`config.mk`:
```
export PLATFORM = sky130hd
export DESIGN_NAME = pmem_burst_bridge_flat
export DESIGN_NICKNAME = d
export VERILOG_FILES = /design/src/rtl/pmem_burst_bridge_pkg.sv /design/src/rtl/pmem_burst_bridge_if.sv /design/src/rtl/pmem_burst_bridge_line_assembler.sv /design/src/rtl/pmem_burst_bridge.sv /design/src/flat_wrapper.sv
export SDC_FILE = /design/constraint.sdc
export NUM_CORES = 1
export LEC_CHECK = 0
export ABC_AREA = 1
export CORE_AREA = 2 2 277 279
export DETAILED_ROUTE_END_ITERATION = 8
export DIE_AREA = 0 0 279 281
export GPL_TIMING_DRIVEN = 0
export PLACE_DENSITY = 0.69
export SLEW_MARGIN = 20
export SYNTH_ARGS = -nofsm -noshare
export SYNTH_HDL_FRONTEND = slang
export SYNTH_HIERARCHICAL = 1
export SYNTH_SLANG_ARGS = --single-unit
```
`constraint.sdc`:
```
create_clock -name clk -period 9.9 [get_ports clk]
set_input_delay 2.475 -clock clk [delete_from_list [all_inputs] [get_ports clk]]
set_output_delay 2.475 -clock clk [all_outputs]
set_load 0.02 [all_outputs]
```
`src/rtl/pmem_burst_bridge_pkg.sv`:
```
// pmem_bridge_pkg: shared constants, FSM state type and helpers for pmem_burst_bridge.
// Contents:
//   LINE_WIDTH / BEAT_WIDTH / ADDR_WIDTH  line, beat and byte-address widths
//   BEATS                                 beats per line (4)
//   BEAT_CNT_W                            beat counter width, log2(BEATS)
//   OFFSET_W / TAG_W                      byte-in-line offset width and line tag width
//   state_e                               bridge FSM states
//   line_align()                          clears the byte-in-line offset of an address
package pmem_bridge_pkg;

  localparam int unsigned LINE_WIDTH = 256;
  localparam int unsigned BEAT_WIDTH = 64;
  localparam int unsigned ADDR_WIDTH = 32;

  localparam int unsigned BEATS      = LINE_WIDTH / BEAT_WIDTH;
  localparam int unsigned BEAT_CNT_W = $clog2(BEATS);
  localparam int unsigned OFFSET_W   = $clog2(LINE_WIDTH / 8);
  localparam int unsigned TAG_W      = ADDR_WIDTH - OFFSET_W;

  typedef enum logic [1:0] {
    StIdle,
    StRdBurst,
    StWrBurst,
    StResp
  } state_e;

  function automatic logic [ADDR_WIDTH-1:0] line_align(input logic [ADDR_WIDTH-1:0] addr);
    return addr & ~ADDR_WIDTH'((LINE_WIDTH / 8) - 1);
  endfunction

endpackage

```
`src/rtl/pmem_burst_bridge_if.sv`:
```
// pmem_burst_bridge_if: bundles the 256-bit line side and the 64-bit burst side of the bridge.
// Line side   : pmem_read, pmem_write, pmem_address, pmem_wdata -> pmem_resp, pmem_rdata
// Burst side  : bmem_read, bmem_write, bmem_address, bmem_wdata -> bmem_resp, bmem_rdata
// Modports:
//   line_master  - requester (arbiter) view of the line side
//   line_slave   - bridge view of the line side
//   burst_master - bridge view of the burst side
//   burst_slave  - memory model/controller view of the burst side
interface pmem_burst_bridge_if;
  import pmem_bridge_pkg::*;

  logic                  pmem_read;
  logic                  pmem_write;
  logic [ADDR_WIDTH-1:0] pmem_address;
  logic [LINE_WIDTH-1:0] pmem_wdata;
  logic                  pmem_resp;
  logic [LINE_WIDTH-1:0] pmem_rdata;

  logic                  bmem_read;
  logic                  bmem_write;
  logic [ADDR_WIDTH-1:0] bmem_address;
  logic [BEAT_WIDTH-1:0] bmem_wdata;
  logic [BEAT_WIDTH-1:0] bmem_rdata;
  logic                  bmem_resp;

  modport line_master (
    output pmem_read, pmem_write, pmem_address, pmem_wdata,
    input  pmem_resp, pmem_rdata
  );

  modport line_slave (
    input  pmem_read, pmem_write, pmem_address, pmem_wdata,
    output pmem_resp, pmem_rdata
  );

  modport burst_master (
    output bmem_read, bmem_write, bmem_address, bmem_wdata,
    input  bmem_rdata, bmem_resp
  );

  modport burst_slave (
    input  bmem_read, bmem_write, bmem_address, bmem_wdata,
    output bmem_rdata, bmem_resp
  );

endinterface

```
`src/rtl/pmem_burst_bridge_line_assembler.sv`:
```
// line_assembler: owns the LINE_WIDTH working line register of the bridge.
// Ports:
//   clk, rst       clock, asynchronous active-high reset (clears the line)
//   i_beat_we      write i_beat_data into slot i_beat_idx (slot 0 = bits [63:0])
//   i_beat_idx     beat slot for both write-in and read-out
//   i_beat_data    beat to store
//   o_beat_data    contents of slot i_beat_idx
//   i_line_load    load the whole line from i_line_data (has priority over i_beat_we)
//   i_line_data    line to load
//   o_line         current line contents
module line_assembler
  import pmem_bridge_pkg::*;
(
  input  logic                  clk,
  input  logic                  rst,
  input  logic                  i_beat_we,
  input  logic [BEAT_CNT_W-1:0] i_beat_idx,
  input  logic [BEAT_WIDTH-1:0] i_beat_data,
  output logic [BEAT_WIDTH-1:0] o_beat_data,
  input  logic                  i_line_load,
  input  logic [LINE_WIDTH-1:0] i_line_data,
  output logic [LINE_WIDTH-1:0] o_line
);

  logic [BEATS-1:0][BEAT_WIDTH-1:0] r_line;

  always_ff @(posedge clk or posedge rst) begin
    if (rst) begin
      r_line <= '0;
    end else if (i_line_load) begin
      r_line <= i_line_data;
    end else if (i_beat_we) begin
      r_line[i_beat_idx] <= i_beat_data;
    end
  end

  assign o_beat_data = r_line[i_beat_idx];
  assign o_line      = r_line;

endmodule

```
`src/rtl/pmem_burst_bridge.sv`:
```
// pmem_burst_bridge: turns each 256-bit line request into a 4-beat 64-bit burst and returns
// one pmem_resp per line.
// Ports:
//   clk      clock, all state changes on the rising edge
//   rst      asynchronous active-high reset; abandons any burst in flight
//   io_line  line side (line_slave): pmem_read/write/address/wdata in, pmem_resp/rdata out
//   io_burst burst side (burst_master): bmem_read/write/address/wdata out, bmem_resp/rdata in
// Optional feature: define PMEM_BRIDGE_LINEBUF_EN for a one-entry read line buffer that
// answers repeated reads of the same line without bmem traffic.
module pmem_burst_bridge
  import pmem_bridge_pkg::*;
(
  input  logic                     clk,
  input  logic                     rst,
  pmem_burst_bridge_if.line_slave   io_line,
  pmem_burst_bridge_if.burst_master io_burst
);

  state_e                           r_state;
  logic [BEAT_CNT_W-1:0]            r_beat_cnt;
  logic                             r_resp;
  logic [LINE_WIDTH-1:0]            r_rdata;
  logic                             r_bread;
  logic                             r_bwrite;
  logic [ADDR_WIDTH-1:0]            r_baddr;

  logic                             w_last_beat;
  logic                             w_asm_we;
  logic                             w_asm_load;
  logic                             w_rd_done;
  logic [BEAT_WIDTH-1:0]            w_asm_beat;
  logic [LINE_WIDTH-1:0]            w_asm_line;
  logic [BEATS-1:0][BEAT_WIDTH-1:0] w_line_merged;
  logic                             w_hit;
  logic [LINE_WIDTH-1:0]            w_buf_line;

  assign w_last_beat = (r_beat_cnt == BEAT_CNT_W'(BEATS - 1));
  assign w_asm_we    = (r_state == StRdBurst) && io_burst.bmem_resp;
  assign w_asm_load  = (r_state == StIdle) && io_line.pmem_write;
  assign w_rd_done   = w_asm_we && w_last_beat;

  line_assembler u_line_assembler (
    .clk         (clk),
    .rst         (rst),
    .i_beat_we   (w_asm_we),
    .i_beat_idx  (r_beat_cnt),
    .i_beat_data (io_burst.bmem_rdata),
    .o_beat_data (w_asm_beat),
    .i_line_load (w_asm_load),
    .i_line_data (io_line.pmem_wdata),
    .o_line      (w_asm_line)
  );

  // The last beat lands in the assembler on the same edge the line is published, so publish
  // the line with that beat merged in.
  always_comb begin
    w_line_merged             = w_asm_line;
    w_line_merged[r_beat_cnt] = io_burst.bmem_rdata;
  end

`ifdef PMEM_BRIDGE_LINEBUF_EN
  logic                  r_buf_valid;
  logic [TAG_W-1:0]      r_buf_tag;
  logic [LINE_WIDTH-1:0] r_buf_line;
  logic [TAG_W-1:0]      w_req_tag;

  assign w_req_tag  = io_line.pmem_address[ADDR_WIDTH-1:OFFSET_W];
  assign w_hit      = r_buf_valid && (r_buf_tag == w_req_tag);
  assign w_buf_line = r_buf_line;

  always_ff @(posedge clk or posedge rst) begin
    if (rst) begin
      r_buf_valid <= 1'b0;
      r_buf_tag   <= '0;
      r_buf_line  <= '0;
    end else if (w_rd_done) begin
      r_buf_valid <= 1'b1;
      r_buf_tag   <= r_baddr[ADDR_WIDTH-1:OFFSET_W];
      r_buf_line  <= w_line_merged;
    end else if (w_asm_load && w_hit) begin
      // Keep the buffer coherent with a write to the buffered line.
      r_buf_line <= io_line.pmem_wdata;
    end
  end
`else
  assign w_hit      = 1'b0;
  assign w_buf_line = '0;
`endif

  always_ff @(posedge clk or posedge rst) begin
    if (rst) begin
      r_state    <= StIdle;
      r_beat_cnt <= '0;
      r_resp     <= 1'b0;
      r_rdata    <= '0;
      r_bread    <= 1'b0;
      r_bwrite   <= 1'b0;
      r_baddr    <= '0;
    end else begin
      r_resp <= 1'b0;
      case (r_state)
        StIdle: begin
          // Write wins when both requests are raised together.
          if (io_line.pmem_write) begin
            r_baddr  <= line_align(io_line.pmem_address);
            r_bwrite <= 1'b1;
            r_state  <= StWrBurst;
          end else if (io_line.pmem_read) begin
            if (w_hit) begin
              r_rdata <= w_buf_line;
              r_resp  <= 1'b1;
              r_state <= StResp;
            end else begin
              r_baddr <= line_align(io_line.pmem_address);
              r_bread <= 1'b1;
              r_state <= StRdBurst;
            end
          end
        end
        StRdBurst: begin
          if (io_burst.bmem_resp) begin
            r_beat_cnt <= r_beat_cnt + BEAT_CNT_W'(1);
            if (w_last_beat) begin
              r_rdata <= w_line_merged;
              r_bread <= 1'b0;
              r_resp  <= 1'b1;
              r_state <= StResp;
            end
          end
        end
        StWrBurst: begin
          if (io_burst.bmem_resp) begin
            r_beat_cnt <= r_beat_cnt + BEAT_CNT_W'(1);
            if (w_last_beat) begin
              r_bwrite <= 1'b0;
              r_resp   <= 1'b1;
              r_state  <= StResp;
            end
          end
        end
        StResp: begin
          r_beat_cnt <= '0;
          r_state    <= StIdle;
        end
        default: begin
          r_state <= StIdle;
        end
      endcase
    end
  end

  assign io_line.pmem_resp     = r_resp;
  assign io_line.pmem_rdata    = r_rdata;
  assign io_burst.bmem_read    = r_bread;
  assign io_burst.bmem_write   = r_bwrite;
  assign io_burst.bmem_address = r_baddr;
  // Drive zeros outside write bursts so the beat bus is quiet when idle.
  assign io_burst.bmem_wdata   = (r_state == StWrBurst) ? w_asm_beat : '0;

endmodule

```
`src/flat_wrapper.sv`:
```
// flat-port wrapper written by rule: the top's interface ports become plain ports
module pmem_burst_bridge_flat import pmem_bridge_pkg::*;
  (clk, rst, io_line_pmem_read, io_line_pmem_write, io_line_pmem_address, io_line_pmem_wdata, io_line_pmem_resp, io_line_pmem_rdata, io_burst_bmem_read, io_burst_bmem_write, io_burst_bmem_address, io_burst_bmem_wdata, io_burst_bmem_rdata, io_burst_bmem_resp);
  pmem_burst_bridge_if io_line_i ();
  pmem_burst_bridge_if io_burst_i ();
  input  logic clk;
  input  logic rst;
  input wire logic [$bits(io_line_i.pmem_read)-1:0] io_line_pmem_read;
  input wire logic [$bits(io_line_i.pmem_write)-1:0] io_line_pmem_write;
  input wire logic [$bits(io_line_i.pmem_address)-1:0] io_line_pmem_address;
  input wire logic [$bits(io_line_i.pmem_wdata)-1:0] io_line_pmem_wdata;
  output wire logic [$bits(io_line_i.pmem_resp)-1:0] io_line_pmem_resp;
  output wire logic [$bits(io_line_i.pmem_rdata)-1:0] io_line_pmem_rdata;
  output wire logic [$bits(io_burst_i.bmem_read)-1:0] io_burst_bmem_read;
  output wire logic [$bits(io_burst_i.bmem_write)-1:0] io_burst_bmem_write;
  output wire logic [$bits(io_burst_i.bmem_address)-1:0] io_burst_bmem_address;
  output wire logic [$bits(io_burst_i.bmem_wdata)-1:0] io_burst_bmem_wdata;
  input wire logic [$bits(io_burst_i.bmem_rdata)-1:0] io_burst_bmem_rdata;
  input wire logic [$bits(io_burst_i.bmem_resp)-1:0] io_burst_bmem_resp;
  assign io_line_i.pmem_read = io_line_pmem_read;
  assign io_line_i.pmem_write = io_line_pmem_write;
  assign io_line_i.pmem_address = io_line_pmem_address;
  assign io_line_i.pmem_wdata = io_line_pmem_wdata;
  assign io_line_pmem_resp = io_line_i.pmem_resp;
  assign io_line_pmem_rdata = io_line_i.pmem_rdata;
  assign io_burst_bmem_read = io_burst_i.bmem_read;
  assign io_burst_bmem_write = io_burst_i.bmem_write;
  assign io_burst_bmem_address = io_burst_i.bmem_address;
  assign io_burst_bmem_wdata = io_burst_i.bmem_wdata;
  assign io_burst_i.bmem_rdata = io_burst_bmem_rdata;
  assign io_burst_i.bmem_resp = io_burst_bmem_resp;
  pmem_burst_bridge u_core (.clk(clk), .rst(rst), .io_line(io_line_i), .io_burst(io_burst_i));
endmodule
```
# Word-level counts from Yosys, hierarchy flattened
# Index checks and enable logic that the tools add are counted.
[word_totals]
elab_cells = 71
in_bits = 357
out_inout_bits = 355
ff_bits = 551
[classes]
muxes = 27
n_reduce_logical = 16
order_cmp = 2
n_addsub = 1
n_eq_ne = 14
[ops]
columns = ["operator", "count"]
rows = [
  ["$mux W256", 2],
  ["$bwmux W256", 1],
  ["$mux W64", 3],
  ["$bmux W64 S2", 1],
  ["$demux W64 S2", 1],
  ["$mux W32", 2],
  ["$mux W2", 5],
  ["$ne A2 B2 Y1 const B", 5],
  ["$reduce_bool A2 Y1", 5],
  ["$mux W1", 8],
  ["$ne A2 B1 Y1 const B", 4],
  ["$eq A2 B2 Y1 const B", 3],
  ["$pmux W2 S3", 1],
  ["$reduce_and A3 Y1", 2],
  ["$reduce_and A5 Y1", 1],
  ["$pmux W1 S2", 2],
  ["$pmux W2 S2", 1],
  ["$reduce_and A2 Y1", 2],
  ["$reduce_and A4 Y1", 1],
  ["$logic_and A1 B1 Y1", 3],
  ["$lt A2 B3 Y1 const B", 1],
  ["$ne A3 B3 Y1 const B", 1],
  ["$add A2 B1 Y2 const B", 1],
  ["$eq A2 B1 Y1 const B", 1],
  ["other kinds (3)", 3],
]

# Longest topological paths before layout
# Gate-level depths: netlist of the first run.
[logic_depth]
depth_word = 7
ltp_mapped = 12
ltp_nobuf = 9

# Modules after synthesis
# The synthesis of the first run kept the hierarchy.
[modules_own_cells]
columns = ["module", "area_per_inst_um2", "cells_each", "instances", "seq_area_each_um2"]
rows = [
  ["line_assembler", 15262.1, 2428, 1, 6406.1],
  ["pmem_burst_bridge", 14651.6, 1809, 1, 7257.0],
]

# Worst setup path after synthesis of the first run
# Ideal clock, no wire load.
[synth_path]
kind = "flip-flop to output port"
from = "register u_core.r_state[0]"
to = "output port io_burst_bmem_wdata[14]"
path_buffers = 2
required_time_ns = 7.425
stages_incl_launch_ff = 7
arrival_ns = 1.459
path_slack_ns = 5.966
path_cell_list = "dfrtp_1 -> inv_1 -> ha_1 -> clkbuf_1 -> clkbuf_1 -> nand2_1 -> inv_1"
[synth_between]
elab_chain_len = 2
[synth_lines]
columns = ["item", "line", "source"]
rows = [
  ["start: declaration", "pmem_burst_bridge.sv:19", "state_e r_state;"],
  ["start signal: assignment", "pmem_burst_bridge.sv:92", "r_state <= StIdle;"],
  ["start signal: assignment", "pmem_burst_bridge.sv:107", "r_state <= StWrBurst;"],
  ["start signal: assignment", "pmem_burst_bridge.sv:112", "r_state <= StResp;"],
  ["$eq A2 B2 Y1", "pmem_burst_bridge.sv:158", "assign io_burst.bmem_wdata = (r_state == StWrBurst) ? w_asm_beat : '0;"],
  ["$mux W64", "pmem_burst_bridge.sv:158", ""],
  ["end: declaration", "flat_wrapper.sv:17", "output wire logic [$bits(io_burst_i.bmem_wdata)-1:0] io_burst_bmem_wdata;"],
]
# No other way between the ends.

# Worst setup path in the final report of the first run
[layout_path]
from = "register u_core.r_state[0]"
to = "output port io_burst_bmem_wdata[31]"
# The elaborated chain is that of the path after synthesis.

==> summary by stage, run 1 <==
Outcome
The flow ran to the end, and the final reports show no timing, DRC or antenna violations.

Power
The standby leakage power is 21.1 nW. The design draws 12.0 mW. Internal power comes to 6.47 mW. The cell area power density is 295 mW/mm². Of the total power, the share spent switching nets is 0.462. The largest vdd supply drop is 0.000138 V. The clock share of power is 0.222.

The combinational fraction of design power is 0.472. The share of total power dissipated in sequential elements is 0.306. The switching power is 5.56 mW.

Global routing
The first-pass GRT wire length is 213 mm. The total routing resource utilization after global routing is 0.369. The number of antenna violations at the first check in global routing is 4. Entering global routing, the biggest net connects 98 pins. The leftover overflow at the end of global routing is 0.

The number of global-route vias before repair came to 32.3k.

Critical path
Walking the worst path, the cells encountered are inv_1 -> ha_1 -> clkbuf_1 -> clkbuf_1 -> nand2_1 -> inv_1 -> clkdlybuf4s50_1. Of all nets on the critical path, the largest fanout is 10. The slowest stage of the critical path is the clkbuf_1 cell. The classification of the worst setup path is reg -> out.

For this run, the slowest stage of the critical path takes 0.93 ns. The critical path data required time is 7.43 ns. STA classifies the critical path startpoint as a flop.

The capturing element type of the critical path is a primary output. At the worst endpoint, the arrival time is 3.85 ns.

Route
The total detailed-routing wirelength is 148 mm. After the first detailed-routing iteration, the DRC count stood at 4118. The total via count after detailed routing is 33.8k.

Using the TritonRoute via totals, the vias-per-cell ratio works out to 5.59. For this run, design rule violations remaining after detail routing come to 0. The final antenna-violating net count is 0.

Before antenna repair, the detailed router went through 7 iterations. Dividing the detail-routed wire length by the instance count gives 24.5 µm.

Clock network
For this design, the sink count on the clock tree is 546. The longest clock path from root to sink contains 3 buffers. The clock transition time at the flip-flop clock pins of the worst setup and hold paths is 0.06 ns. The CTS root buffer is clkbuf_16.

The number of setup buffers added after CTS is 0. The number of clock buffers added by TritonCTS is 66. The cts-stage hold buffer count is 0. Once the clock tree was built, the resizer swapped 0 gates to a different size. The clock insertion delay at the later pin of the skew report is 0.63 ns. The H-tree generated during clock tree synthesis spans 3 levels.

TritonCTS built the clock tree.

Floorplan
In this run the standard cell core region covers 0.0754 mm². The floorplan step set the die width to 279 µm. The die covers 0.0784 mm². For this design the top-level I/O count stands at 712. The initialized floorplan defines 101 standard-cell rows. The floorplan step set the die height to 281 µm. For this configuration, the core starts out at a cell density of 0.397.

Synthesis
Synthesis inferred 546 register bits. The average size of a mapped cell is 7.06 µm². The total standard cell area after synthesis is 0.0299 mm². In this run, synthesis inferred 0 flip-flops with an integrated enable. Yosys printed 6 warnings. The fraction of synthesis flops using an asynchronous set or reset pin is 1.00. The fraction of the yosys area taken by sequential cells is 0.457. The most used flip-flop cell after synthesis is dfrtp_1. The distinct cell type count of the synthesized netlist is 22. The instance count of the mapped netlist is 4237.

Placement
Summing all placed instances gives a cell area of 0.0385 mm². At the placement stage, the worst setup path has a slack of 4.21 ns. At the end of routability-driven placement, the weighted congestion stood at 0.976. After legalization and detailed placement, the total HPWL measured 114 mm. Buffers placed on the I/O ports in this run total 701.

Timing
At the pin with the least slew margin, the transition time is 1.18 ns. Setup repair after global routing left no endpoint under its margin. After layout, the minimum clock period comes to 6.33 ns.

The number of setup violations in the final report is 0. For the final routed database, the setup TNS stands at 0 ns. The final max-slew violation count is 0. The least setup slack across all paths after layout is 3.57 ns.

The maximum clock skew at final layout is 0.0277 ns. Of the available clock period, the critical path in the final layout requires 0.639. Measured against its own limit, the worst slew margin works out to 0.212. The hold violation total from the final report is 0. Derived from the worst setup path, the maximum achievable clock frequency is 0.158 GHz.

Finish
The signed area change from the synthesized netlist to the final layout is 36.5%. In the final layout, the share of cells above drive strength 1 is 0.0621. At the end of the flow, the number of nets in the layout was 5391. The final core area utilization is 0.541.

The final design instance area without fill is 0.0408 mm².

Run
The number of max-cap violations is 0.

Min path
The worst hold path belongs to the class reg -> reg.
-- synthesized netlist by cell type, types with 3 or more instances --
cell / number / area [µm²]
nand3_1: 262 / 1310
buf_6: 31 / 349
inv_2: 4 / 15.0
buf_2: 144 / 721
o21ai_1: 5 / 25.0
buf_1: 3 / 11.3
nand2_1: 2161 / 8110
dfrtp_1: 546 / 13700
ha_1: 11 / 138
o21ai_0: 285 / 1430
nand4_1: 65 / 407
nor2_1: 70 / 263
clkbuf_1: 140 / 526
buf_4: 11 / 82.6
inv_1: 235 / 882
o211ai_1: 256 / 1920
-- flip-flops by register name, summed over array words and instances (netlist names) --
name	count
u_core/r_beat_cnt	2
u_core/io_line.pmem_resp	1
u_core/io_burst.bmem_write	1
u_core/io_burst.bmem_read	1
u_core/u_line_assembler/o_line	256
u_core/io_burst.bmem_address	27
u_core/r_state	2
u_core/io_line.pmem_rdata	256
-- cell type report --
cell class / count / area, µm²
Antenna cell: 4 / 10.0
Buffer: 329 / 1690
Clock buffer: 95 / 1900
Clock inverter: 24 / 442
Fill cell: 7398 / 34600
Inverter: 239 / 908
Multi-Input combinational cell: 3127 / 13700
Sequential cell: 546 / 13700
Tap cell: 978 / 1220
Timing Repair Buffer: 714 / 7310
-- per-layer routing --
| metal | vias to the layer above | GRT usage | routed length (µm) |
|---|---|---|---|
| li1 | 15100 | - | - |
| met1 | 16300 | 0.475 | 58600 |
| met2 | 2041 | 0.594 | 68200 |
| met3 | 393 | 0.0722 | 13700 |
| met4 | 6 | 0.179 | 7990 |
| met5 | - | 0 | 37 |
-- kinds of logic after synthesis --
group	synth area share
DFF	0.457
adders and majority gates	0.00460
buffers and inverters	0.0865
other	0.000125
and+or+nand+nor	0.339
AOI/OAI and AO/OA	0.114
-- worst max-delay path, delay by kind of cell (launching register included) --
family        cells  cell delay, ns
fa+ha+maj         1            0.21
buf+inv           5            2.42
flops             1            0.42
simple gates      1            0.17
-- cell usage in the layout (no fill, tap or decap), drive strengths merged --
cell type	count
o21a	2
nor2	71
inv	242
bufinv	11
clkdlybuf4s50	701
clkbuf	235
o211ai	256
nand2	2164
ha	11
conb	5
nand4	65
a21boi	1
nand3	262
o21ai	290
clkinv	7
buf	202
clkinvlp	3
dfrtp	546
diode	4
-- metrics by stage --
step / instances / hold slack [ns]
global placement: 5920 / 0.463
floorplan: 4241 / 0.499
CTS: 6052 / 0.488
finish: 6056 / 0.485
detailed placement: 5933 / 0.464
global route: 6053 / 0.513
-- path summary, 6_finish.rpt --
path / startpoint / to / slack, ns / cells past startpoint
min: u_core/io_burst.bmem_address[25]$_DFFE_PP0P_ / u_core/io_burst.bmem_address[25]$_DFFE_PP0P_ / 0.49 / 2
max reg2reg: u_core/r_beat_cnt[0]$_DFFE_PP0P_ / u_core/io_line.pmem_rdata[50]$_DFFE_PP0P_ / 6.96 / 7
min reg2reg: u_core/io_burst.bmem_address[25]$_DFFE_PP0P_ / u_core/io_burst.bmem_address[25]$_DFFE_PP0P_ / 0.49 / 2
max in group asynchronous: rst / u_core/io_line.pmem_rdata[155]$_DFFE_PP0P_ / 6.05 / 7
min in group asynchronous: rst / u_core/io_line.pmem_rdata[253]$_DFFE_PP0P_ / 2.42 / 2
max: u_core/r_state[0]$_DFFE_PP0P_ / io_burst_bmem_wdata[31] / 3.57 / 7
-- power by group through the flow --
stage	logic, mW	clock network (mW)	registers (mW)
2_1_floorplan	2.62	0	3.88
3_3_place_gp	5.46	0	3.66
3_5_place_dp	5.54	0	3.67
4_1_cts	5.57	2.70	3.65
5_1_grt	6.05	2.79	3.74
6_report	5.67	2.67	3.68
No activity file was read; power rests on OpenSTA's default activity.
==> run 2: changes to the inputs <==
Clock period 9.9 ns to 5.75 ns, I/O delays scaled along.
==> run 2 against run 1 <==
Combinational power rose by 72%. First-iteration DRC count grew 6.1%. Clock-buffer cell count down 4. Sequential power is 71% higher. Global-route usage shrank 0.36 points. Critical endpoint is now io_burst_bmem_wdata[34]. Largest cell class unchanged.
==> summary by stage, run 2 (synthesis results as in run 1) <==
Clock network
Clock tree synthesis inserted a total of 61 buffers. In this run the number of H-tree levels came out at 2. The later pin in the worst-skew pair is clocked with a latency of 0.64 ns.

After clock tree synthesis, the clock-pin slew on the worst setup and hold paths is 0.07 ns. The clock tree buffer depth is 3. The post-CTS repair timing setup buffer count is 0. The clock net sink count is 546. The cts-stage hold buffer count is 0. The clock tree from TritonCTS is done. The number of resized instances in the post-cts repair step is 0. In this run the clock root is driven by a clkbuf_16.

Power
The share of total power dissipated in the clock network is 0.205. The largest vdd supply drop is 0.000323 V. The standby leakage power is 21.1 nW. The register share of total power is 0.312.

The internal portion of the total power is 10.8 mW. Of the total power, the share spent switching nets is 0.467. The combinational fraction of design power is 0.483. The switching power is 9.44 mW. The cell area power density is 496 mW/mm². After layout, the design draws a total of 20.2 mW.

Floorplan
The die height is 281 µm. The floorplan die area is 0.0784 mm². After floorplanning, the core was divided into 101 placement rows. The initial standard-cell utilization of the core is 0.397. The number of top-level design ports is 712. The x dimension of the die is 279 µm.

After floorplanning, the core was sized to cover 0.0754 mm².

Global routing
The first-pass GRT wire length is 212 mm. The total routing resource utilization after global routing is 0.365. Entering global routing, the biggest net connects 32 pins. The number of antenna violations at the first check in global routing is 6. The leftover overflow at the end of global routing is 0. The number of global-route vias before repair is 32.8k.

Timing
The hold violation total from the final report is 0. Between clock sinks in the finished design, the worst skew comes to 0.0226 ns. In this run the tightest slew margin relative to its limit is 0.162.

The transition at the pin with the smallest max-transition slack is 1.26 ns. For this run, the top clock speed supported by timing is 0.194 GHz. The final max-slew violation count is 0.

The number of setup violations in the final report is 0. Of the available clock period, the critical path in the final layout requires 0.897. After routing, the total negative slack on setup checks comes to 0 ns. Setup repair after global routing left no endpoint under its margin. The least setup slack across all paths after layout is 0.591 ns. The smallest clock period supported by the final layout is computed as 5.16 ns.

Finish
The number of fill cells is 7371. Of the cells placed in the final design, the portion with a size suffix greater than 1 is 0.0629. Leaving out fill and tap cells, the most frequent cell in the layout is nand2_1.

In the final layout, the multi-input gates occupy 0.0137 mm². Summing all flip-flop and latch instances after layout gives 0.0137 mm². In the layout the commonest cells are nand2_1, clkdlybuf4s50_1, dfrtp_1. The signed area change from the synthesized netlist to the final layout is 36.0%.

After the last flow step, the layout net total stands at 5393. The final design instance area without fill is 0.0407 mm².

Critical path
The critical path data required time is 4.31 ns. The classification of the worst setup path is reg -> out. For the worst flop-to-flop path, the logic depth is 11.

The capturing element type of the critical path is a primary output. At the worst endpoint, the arrival time is 3.72 ns. In this run the worst path has a maximum fanout of 10.

The element type at the critical path start is a flop.

Placement
The minimum setup slack after placement is 1.16 ns. Port buffering added 701 buffers. The estimated wirelength of the detail-placed design is 113 mm. The cell area reported after detailed placement is 0.0386 mm².

Routability-driven placement finished with a final weighted congestion of 0.972.

Route
Dividing the detail-routed via count by the number of cells gives 5.57. The initial detailed-routing violation count is 4368. The total detailed-routing wirelength is 146 mm. The final antenna-violating net count is 0.

The final route contains 33.8k vias. Before antenna repair, the detailed router went through 8 iterations. In the routed design, unresolved DRC markers number 0. In the final routed layout, each cell accounts on average for 24.2 µm.

Min path
The worst hold path was traced through 2 stages. The path class of the tightest hold or removal check is reg -> reg.

Run
Across the run, the number of max-cap violations was 0.

Outcome
The flow ran to the end, and the final reports show no timing, DRC or antenna violations.
==> run 2: cell type report <==
class | count | share of cell area
clock inverters | 21 | 0.00661
flip-flops and latches | 546 | 0.336
plain buffers | 329 | 0.0416
diodes | 3 | 0.000184
clock buffers | 91 | 0.0445
well taps | 978 | 0.0301
inverters | 239 | 0.0222
repair buffers | 721 | 0.183
multi-input cells | 3127 | 0.336
==> run 2: layer usage <==
metal / wire length [µm] / global-route usage / vias to the layer above
li1: - / - / 15100
met1: 56300 / 0.459 / 16100
met2: 66800 / 0.586 / 2098
met3: 14200 / 0.0777 / 415
met4: 8990 / 0.203 / 6
met5: 32 / 0 / -
==> run 2: power by group through the flow <==
stage	Combinational, mW	Sequential (mW)	Clock [mW]
floorplan	4.51	6.69	0
global placement	9.38	6.28	0
detailed placement	9.54	6.30	0
CTS	9.58	6.25	4.17
global route	10.4	6.42	4.34
finish	9.76	6.31	4.14
==> run 2: metrics by stage <==
step	std cells	util	hold slack (ns)
after floorplan	4241	-	0.499
after CTS	6052	0.539	0.485
final	6055	0.539	0.481
after global routing	6053	0.539	0.509
after detailed placement	5940	0.512	0.466
after global placement	5920	0.506	0.464
==> run 2: final timing paths <==
kind,start,endpoint,slack [ns]
min reg2reg,u_core/io_burst.bmem_read$_DFFE_PP0P_,u_core/io_burst.bmem_read$_DFFE_PP0P_,0.48
max reg2reg,u_core/r_state[0]$_DFFE_PP0P_,u_core/u_line_assembler/o_line[27]$_DFFE_PP0P_,2.92
min in group asynchronous,rst,u_core/u_line_assembler/o_line[188]$_DFFE_PP0P_,1.26
min,u_core/io_burst.bmem_read$_DFFE_PP0P_,u_core/io_burst.bmem_read$_DFFE_PP0P_,0.48
max in group asynchronous,rst,u_core/u_line_assembler/o_line[158]$_DFFE_PP0P_,3.06
max,u_core/r_state[0]$_DFFE_PP0P_,io_burst_bmem_wdata[34],0.59
==> run 2: worst max-delay path, cell delays in order (launching register included) <==
cell,delay (ns)
dfrtp_1,0.41
inv_1,0.14
ha_1,0.21
clkbuf_1,0.50
clkbuf_1,0.77
nand2_1,0.23
inv_1,0.19
clkdlybuf4s50_1,0.64
